## config.mk

```make
export PLATFORM = sky130hd
export DESIGN_NAME = mem_arbiter
export DESIGN_NICKNAME = d
export VERILOG_FILES = /design/src/rtl/lc3b_types.sv /design/src/rtl/arb_streak_ctr.sv /design/src/rtl/mem_arbiter.sv
export SDC_FILE = /design/constraint.sdc
export NUM_CORES = 1
export LEC_CHECK = 0
export ABC_AREA = 1
export BUFFER_PORTS_ARGS = -buffer_cell sky130_fd_sc_hd__buf_2
export CAP_MARGIN = 25
export CORE_AREA = 2 2 268 270
export DETAILED_ROUTE_END_ITERATION = 6
export DIE_AREA = 0 0 270 272
export MAX_ROUTING_LAYER = met4
export PLACE_DENSITY = 0.35
export SETUP_SLACK_MARGIN = 0.4
export SLEW_MARGIN = 20
export SYNTH_ARGS = -nofsm -noshare
export SYNTH_HDL_FRONTEND = slang
export SYNTH_SLANG_ARGS = --single-unit
```

## constraint.sdc

```tcl
create_clock -name clk -period 4.1 [get_ports clk]
set_input_delay 0.615 -clock clk [delete_from_list [all_inputs] [get_ports clk]]
set_output_delay 0.615 -clock clk [all_outputs]
set_load 0.02 [all_outputs]
```

## src/rtl/lc3b_types.sv

```systemverilog
// Shared LC-3b type package.
//   lc3b_word      16-bit machine word / byte address
//   lc3b_line      128-bit cache line
//   arb_state_t    memory arbiter FSM states
//   LINE_ADDR_MASK clears the byte offset within a 16-byte line
package lc3b_types;

  typedef logic [15:0]  lc3b_word;
  typedef logic [127:0] lc3b_line;

  typedef enum logic [1:0] {
    IDLE,
    I_BUSY,
    D_BUSY
  } arb_state_t;

  localparam lc3b_word LINE_ADDR_MASK = 16'hFFF0;

endpackage

```

## src/rtl/arb_streak_ctr.sv

```systemverilog
// Data-grant streak counter for the memory arbiter starvation guard.
// Counts data grants issued while the instruction side is waiting and
// raises force_i once the streak reaches MAX_D_STREAK.
// Ports:
//   clk, reset   clock, asynchronous active-high reset
//   i_read       instruction request level
//   grant_d      data grant issued this cycle
//   grant_i      instruction grant issued this cycle
//   force_i      instruction side must win the next arbitration
module arb_streak_ctr #(
  parameter int unsigned MAX_D_STREAK = 4
) (
  input  logic clk,
  input  logic reset,
  input  logic i_read,
  input  logic grant_d,
  input  logic grant_i,
  output logic force_i
);

  logic [2:0] streak_q;

  always_ff @(posedge clk or posedge reset) begin
    if (reset) begin
      streak_q <= 3'd0;
    end else if (grant_i) begin
      streak_q <= 3'd0;
    end else if (grant_d) begin
      if (!i_read) begin
        streak_q <= 3'd0;
      end else if (streak_q != 3'd7) begin
        streak_q <= streak_q + 3'd1;
      end
    end
  end

  assign force_i = i_read && (streak_q == 3'(MAX_D_STREAK));

endmodule

```

## src/rtl/mem_arbiter.sv

```systemverilog
// Two-port cache-line arbiter sharing one memory port between the
// instruction-fetch and data-access paths. Data wins ties; the grant is held
// until pmem_resp, which is routed back to the owner in the same cycle.
// Optional starvation guard: define ARB_STARVE_GUARD_EN to let a waiting
// instruction request win after MAX_D_STREAK consecutive data grants.
// Ports:
//   clk, reset                  clock, asynchronous active-high reset
//   i_read, i_address           instruction line read request
//   i_resp, i_rdata             instruction completion pulse, returned line
//   d_read, d_write, d_address  data line request (write wins if both)
//   d_wdata                     data write line
//   d_resp, d_rdata             data completion pulse, returned line
//   pmem_read, pmem_write       memory strobes (registered state only)
//   pmem_address, pmem_wdata    latched line address / write data
//   pmem_rdata, pmem_resp       memory read line, completion
//
// state  | meaning
// IDLE   | no grant; arbitrate on request levels at the next edge
// I_BUSY | instruction side owns memory, waiting for pmem_resp
// D_BUSY | data side owns memory, waiting for pmem_resp
module mem_arbiter
  import lc3b_types::*;
#(
  parameter int unsigned MAX_D_STREAK = 4
) (
  input  logic     clk,
  input  logic     reset,
  input  logic     i_read,
  input  lc3b_word i_address,
  output logic     i_resp,
  output lc3b_line i_rdata,
  input  logic     d_read,
  input  logic     d_write,
  input  lc3b_word d_address,
  input  lc3b_line d_wdata,
  output logic     d_resp,
  output lc3b_line d_rdata,
  output logic     pmem_read,
  output logic     pmem_write,
  output lc3b_word pmem_address,
  output lc3b_line pmem_wdata,
  input  lc3b_line pmem_rdata,
  input  logic     pmem_resp
);

  // The streak counter is 3 bits wide.
  if (MAX_D_STREAK < 1 || MAX_D_STREAK > 7) begin : g_streak_range
    $error("mem_arbiter: MAX_D_STREAK must be in 1..7");
  end

  arb_state_t state_q, state_d;
  lc3b_word   addr_q;
  lc3b_line   wdata_q;
  logic       write_q;
  logic       d_req;
  logic       grant_d;
  logic       grant_i;
  logic       force_i;
  logic       busy;

  assign d_req = d_read | d_write;

`ifdef ARB_STARVE_GUARD_EN
  arb_streak_ctr #(
    .MAX_D_STREAK(MAX_D_STREAK)
  ) u_streak (
    .clk     (clk),
    .reset   (reset),
    .i_read  (i_read),
    .grant_d (grant_d),
    .grant_i (grant_i),
    .force_i (force_i)
  );
`else
  assign force_i = 1'b0;
`endif

  always_ff @(posedge clk or posedge reset) begin
    if (reset) begin
      state_q <= IDLE;
      addr_q  <= '0;
      wdata_q <= '0;
      write_q <= 1'b0;
    end else begin
      state_q <= state_d;
      if (grant_d) begin
        addr_q  <= d_address;
        wdata_q <= d_wdata;
        write_q <= d_write;
      end else if (grant_i) begin
        addr_q  <= i_address;
        write_q <= 1'b0;
      end
    end
  end

  // force_i already implies i_read, so the instruction branch covers it.
  always_comb begin
    state_d = state_q;
    grant_d = 1'b0;
    grant_i = 1'b0;
    i_resp  = 1'b0;
    d_resp  = 1'b0;
    case (state_q)
      IDLE: begin
        if (d_req && !force_i) begin
          grant_d = 1'b1;
          state_d = D_BUSY;
        end else if (i_read) begin
          grant_i = 1'b1;
          state_d = I_BUSY;
        end
      end
      I_BUSY: begin
        if (pmem_resp) begin
          i_resp  = 1'b1;
          state_d = IDLE;
        end
      end
      D_BUSY: begin
        if (pmem_resp) begin
          d_resp  = 1'b1;
          state_d = IDLE;
        end
      end
      default: state_d = IDLE;
    endcase
  end

  assign busy         = (state_q != IDLE);
  assign pmem_read    = busy & ~write_q;
  assign pmem_write   = busy & write_q;
  assign pmem_address = addr_q & LINE_ADDR_MASK;
  assign pmem_wdata   = wdata_q;
  assign i_rdata      = pmem_rdata;
  assign d_rdata      = pmem_rdata;

endmodule

```

==> metrics.txt, run 1 <==
Seq/Total Area, Yosys=0.463; Synth area leaders=dfrtp_1, buf_4, nand2_1; ys flop type=dfrtp_1; Synth warnings=0; Post-CTS Setup Bufs=0; Leakage Power=about 4.9 nW; die width=about 270 µm; register bit total from synthesis=approximately 140; starting density of the core=0.109; slowest stage delay, CP=between 0.5 and 0.6 ns; Yosys cell types=16; final setup fails=0; Fin Setup TNS=0 ns; num rows=98; clock skew=0.00851 ns; DRT iter0 DRCs=approximately 230; crit path cell chain=inv_1 > ha_1 > nor2_1 > buf_2; Yosys top cell area share=0.463; Cells after Synth=944; most common cell in the synthesized netlist=nand2_1; H-tree levels=4; total number of vias=5635; Least-Margin Pin Slew=0.759 ns; antenna violations before repair=6; WL met1=roughly 9.4 mm; gpl congestion=0.819; Core Area=70800 µm²; footprint of the multi-input gates=about 1900 µm²; Hold Path Class=input pin to asynchronous set/reset pin; vias per cell=2.89; setup ws final=1.59 ns; CTS resizes=0; dominant cell type by area after synthesis=dfrtp_1; DR pass1 iterations=4; crit path kind=flip-flop to primary output; Layout fillers=between 8000 and 9000; largest net degree at the start of global routing=between 100 and 150; CTS tree=done; maximum vdd drop=0.468 mV; fraction of registers with async set/reset=1.00; Clk Latency, worst-skew pair=0.47 ns; clock root buffer=clkbuf_16; I/O Buffers=~300; slew margin rel.=0.493; final layout net count=1279; Cell Pwr Density=about 830 nW/µm²; Worst Setup Start Kind=flip-flop; TritonCTS buffer count=17; fmax=398 MHz; Total GRT Usage=0.0693; Tmin final=2.51 ns; full die area=between 70000 and 80000 µm²; CTS sink cnt=between 100 and 150; Worst Path Arrival=around 1.9 ns; number of global-route vias before repair=5852; RSZ-0062 raised after global routing=false; Avg WL per Cell=12.6 µm; MaxCap Viol Count=0; global route total overflow=0; wire length on met2=10.7 mm; hold buffer count at CTS=0; FF+latch area=between 3000 and 4000 µm²; period utilization=0.613; Clock Pin Slew Worst Setup and Hold Paths=0.07 ns; number of synthesized flops with an enable pin=0; DP HPWL=17.5 mm; clk buf depth=2; Die Span Y=272 µm; Final Max Tran Viols=0; Setup Slack @ Placement=~1.8 ns; DR top layer=met4; met3 wire len=3.00 mm; first-pass GRT wire length=36.1 mm; Worst EP required=approximately 3.5 ns; Syn-to-layout area delta=16.2%; syn_area_per_cell=8.18 µm²; total wire length=24.6 mm; DR DRC count=0; DRT antenna net count=0; outcome=finished clean; top-level port count=698; commonest cells in the netlist=nand2_1, buf_4, dfrtp_1; share of cells above drive strength 1=0.346; Crit-path slowest cell=ha_1; Worst Setup End Kind=primary output; worst-path fanout max=16; Final Hold Viols=0; Synth Cell Area=7720 µm²
through the flow:
stage | total power [mW] | cells | cell area [µm²] | util | hold WS, ns
4_1_cts | 7.66 | 1943 | 8960 | 0.127 | 0.251
6_report | 7.41 | 1948 | 8980 | 0.127 | 0.276
5_1_grt | 8.08 | 1948 | 8980 | 0.127 | 0.291
3_5_place_dp | 5.91 | 1911 | 8380 | 0.118 | 0.453
2_1_floorplan | 4.97 | 947 | 7740 | - | 0.467
3_3_place_gp | 5.89 | 1911 | 8380 | 0.118 | 0.448
path summary, 6_finish.rpt:
| check | slack (ns) | cells past startpoint | start | endpoint |
|---|---|---|---|---|
| max | 1.59 | 4 | state_q[0]$_DFFE_PP0P_ | pmem_read |
| max reg2reg | 2.04 | 8 | state_q[0]$_DFFE_PP0P_ | pmem_wdata[86]$_DFFE_PP0P_ |
| max in group asynchronous | 2.95 | 3 | reset | pmem_wdata[54]$_DFFE_PP0P_ |
| min | 0.28 | 2 | reset | pmem_wdata[6]$_DFFE_PP0P_ |
| min reg2reg | 0.46 | 2 | pmem_wdata[119]$_DFFE_PP0P_ | pmem_wdata[119]$_DFFE_PP0P_ |
| min in group clk | 0.34 | 3 | d_wdata[43] | pmem_wdata[43]$_DFFE_PP0P_ |
power by group:
group,leakage [nW],switching (mW),internal (mW)
logic,2.83,2.32,0.988
registers,1.75,0.363,2.11
clock network,0.272,0.718,0.912
total,4.85,3.40,4.01
cells by family (layout without fill, tap and decap cells):
group / after synthesis / count (layout) / synth area share
buffers and inverters: 329 / 376 / 0.296
AO/OA/AOI/OAI: 3 / 3 / 0.00194
AND/OR/NAND/NOR: 464 / 464 / 0.231
adder cells (fa/ha/maj): 4 / 4 / 0.00648
flip-flops: 143 / 143 / 0.463
other: 1 / 8 / 0.000485
cells in the final DEF, fill, tap and decap left out, types with 2 or more instances in the layout:
cell	n
diode_2	4
buf_4	2
ha_1	4
dfrtp_1	143
nand3_1	27
buf_12	4
inv_6	2
nand2_1	431
bufinv_16	2
conb_1	4
inv_1	33
buf_2	301
clkinvlp_4	6
nor2_1	3
clkbuf_16	17
clkinv_2	3
area by class of cell:
class,count,area share
multi-input combinational,475,0.208
clock inverter,13,0.0155
clock buffer,19,0.0493
tap,950,0.132
sequential,143,0.399
timing repair buffer,308,0.179
antenna,4,0.00111
inverter,36,0.0157
worst max-delay path: cells and delay by family, from the launching register on:
kind	cells	cell delay, ns
simple gates	1	0.14
flops	1	0.40
fa+ha+maj	1	0.59
buf+inv	2	0.31
layer usage:
layer	vias up	track usage
met3	109	0.0412
met4	0	0.0519
met2	396	0.0993
met1	2488	0.0689
met5	-	-
li1	2642	-
registers in the layout, summed over array words and instances, names as in the netlist:
| signal | cells |
|---|---|
| addr_q | 12 |
| pmem_wdata | 128 |
| state_q | 2 |
| write_q | 1 |
No activity file was read; power rests on OpenSTA's default activity.
==> run 2: changes to the inputs <==
CORE_AREA = 2 2 269 271   (was 2 2 268 270)
DIE_AREA = 0 0 271 273   (was 0 0 270 272)
PLACE_DENSITY = 0.34   (was 0.35)
clock period = 2.6 ns   (was 4.1 ns; I/O delays follow)
==> run 2 against run 1 <==
Effect of this change:
- core utilization up 0.085 points
- register-to-register slack worse by 1.4 ns
- highest routed layer unchanged
- routed wire length down 1.3%
- count of clock-buffer cells in the layout unchanged
==> metrics.txt, run 2 (same netlist as run 1, synthesis figures left out) <==
placed cells=1916 (+0.26%); final setup fails=0 (unchanged); worst setup path start=state_q[0]$_DFFE_PP0P_; vias per cell=2.88 (-0.46%); global route total overflow=0 (unchanged); num rows=98 (unchanged); count of non-filler cells in the finished layout=1950 (+0.10%); starting density of the core=0.109 (-0.000377); Worst EP required=2.21 ns (-1.27 ns); total number of vias=5615 (-0.35%); Worst Setup End Kind=primary output; Fin Setup TNS=0 ns (unchanged); DP HPWL=17.7 mm (+1.2%); period utilization=0.781; Syn-to-layout area delta=17.4%; TritonCTS buffer count=17 (unchanged); slew margin rel.=0.563 (+0.0701); full die area=74000 µm² (+0.74%); share of cells above drive strength 1=0.349 (+0.00327); Tmin final=2.03 ns; clock skew=0.0111 ns (+0.00259 ns); Avg WL per Cell=12.4 µm (-1.4%); Post-CTS Setup Bufs=0 (unchanged); outcome=finished clean; DRT antenna net count=0 (unchanged); Layout fillers=8239 (-0.53%); Leakage Power=4.91 nW (+1.3%); Crit Reg-Reg Startpoint=state_q[0]$_DFFE_PP0P_; DRT iter0 DRCs=233 (+2.2%); worst-path fanout max=16 (unchanged); clk buf depth=2 (unchanged); final layout net count=1284 (+0.39%); Worst Path Arrival=1.64 ns (-0.26 ns); DR DRC count=0 (unchanged); top-level port count=698 (unchanged); Least-Margin Pin Slew=0.655 ns (-0.104 ns); Clock Pin Slew Worst Setup and Hold Paths=0.08 ns (about the same); clock root buffer=clkbuf_16; Final Max Tran Viols=0 (unchanged); maximum vdd drop=0.598 mV (+28%); DR pass1 iterations=4 (unchanged); antenna violations before repair=2 (-4); H-tree levels=4 (unchanged); most frequent cells in the layout=nand2_1, buf_2, dfrtp_1; CTS tree=done; Cell Pwr Density=1320 nW/µm² (+60%); total wire length=24.2 mm (-1.3%); Core Area=71000 µm² (+0.35%); fmax=492 MHz; I/O Buffers=301 (unchanged); Die Span Y=273 µm (+0.37%); Total GRT Usage=0.0688 (-0.000505); number of global-route vias before repair=5954 (+1.7%); CTS sink cnt=143 (unchanged); die width=271 µm (+0.37%); gpl congestion=0.795 (-3.0%); Final Hold Viols=0 (unchanged); Largest register FFs=128 (unchanged); Worst Setup Start Kind=flip-flop; Clk Latency, worst-skew pair=0.47 ns (about the same); Hold Path Class=input pin to flip-flop; largest net degree at the start of global routing=77 (-41%); most common cell after layout, fill and taps aside=nand2_1; worst hold start=d_wdata[26]; crit path kind=flip-flop to primary output; RSZ-0062 raised after global routing=false; first-pass GRT wire length=36.3 mm (+0.51%); MaxCap Viol Count=0 (unchanged)
-- run 2: cell types whose count changed in the layout (fill, tap and decap cells not counted), sizes merged --
| cell | before | now |
|---|---|---|
| buf | 307 | 312 |
| bufinv | 2 | 4 |
| clkbuf | 20 | 19 |
| clkinv | 4 | 5 |
| clkinvlp | 6 | 3 |
| diode | 4 | 1 |
| dlygate4sd3 | 0 | 1 |
-- run 2: layout make-up --
type | count | area, µm² | area share
sequential | 143 | 3580 | 0.395
multi-input combinational | 475 | 1870 | 0.206
timing repair buffer | 313 | 1650 | 0.182
tap | 950 | 1190 | 0.131
clock buffer | 19 | 453 | 0.0499
clock inverter | 13 | 185 | 0.0204
inverter | 36 | 141 | 0.0156
antenna | 1 | 2.50 | 0.000276
-- run 2: metrics by stage --
step	total power [mW]	util	instance area [µm²]	setup WS, ns	hold WS (ns)
after floorplan	7.84	-	7740	0.419	0.467
after global placement	9.28	0.119	8420	0.701	0.412
after detailed placement	9.34	0.119	8420	0.654	0.406
after CTS	12.3	0.128	9060	0.440	0.0307
after global routing	13.0	0.128	9070	0.403	0.0632
final	11.9	0.128	9070	0.569	0.120
-- run 2: final timing paths --
path / to / slack [ns] / depth (start not counted)
max: pmem_read / 0.57 / 5
min: pmem_wdata[26]$_DFFE_PP0P_ / 0.12 / 3
max reg2reg: pmem_wdata[127]$_DFFE_PP0P_ / 0.68 / 7
min reg2reg: pmem_wdata[127]$_DFFE_PP0P_ / 0.46 / 2
max in group asynchronous: pmem_wdata[1]$_DFFE_PP0P_ / 1.41 / 4
min in group asynchronous: pmem_wdata[56]$_DFFE_PP0P_ / 0.45 / 3
-- run 2: report_power, final --
group          switching [mW]  internal [mW]
registers               0.566           3.33
logic                    3.67           1.58
clock network            1.13           1.66
-- run 2: per-layer routing --
metal / global-route usage / part of all wire / up-vias
li1: - / - / 2649
met3: 0.0340 / 0.099 / 106
met2: 0.0988 / 0.44 / 354
met5: - / 0 / -
met4: 0.0502 / 0.057 / 0
met1: 0.0729 / 0.40 / 2506
-- run 2: timing repair --
| item | 4_1_cts | 5_1_grt |
|---|---|---|
| endpoints found under the setup margin | 0 | 1 |
| resized for setup | 0 | 1 |
| hold buffers | 1 | 0 |
| hold endpoints to repair | 6 | 0 |
-- run 2: worst max-delay path, cell delays in order (launching register included) --
cell and delay [ns]:
dfrtp_1 0.39, inv_1 0.09, ha_1 0.21, buf_4 0.20, nor2_1 0.13, buf_4 0.15
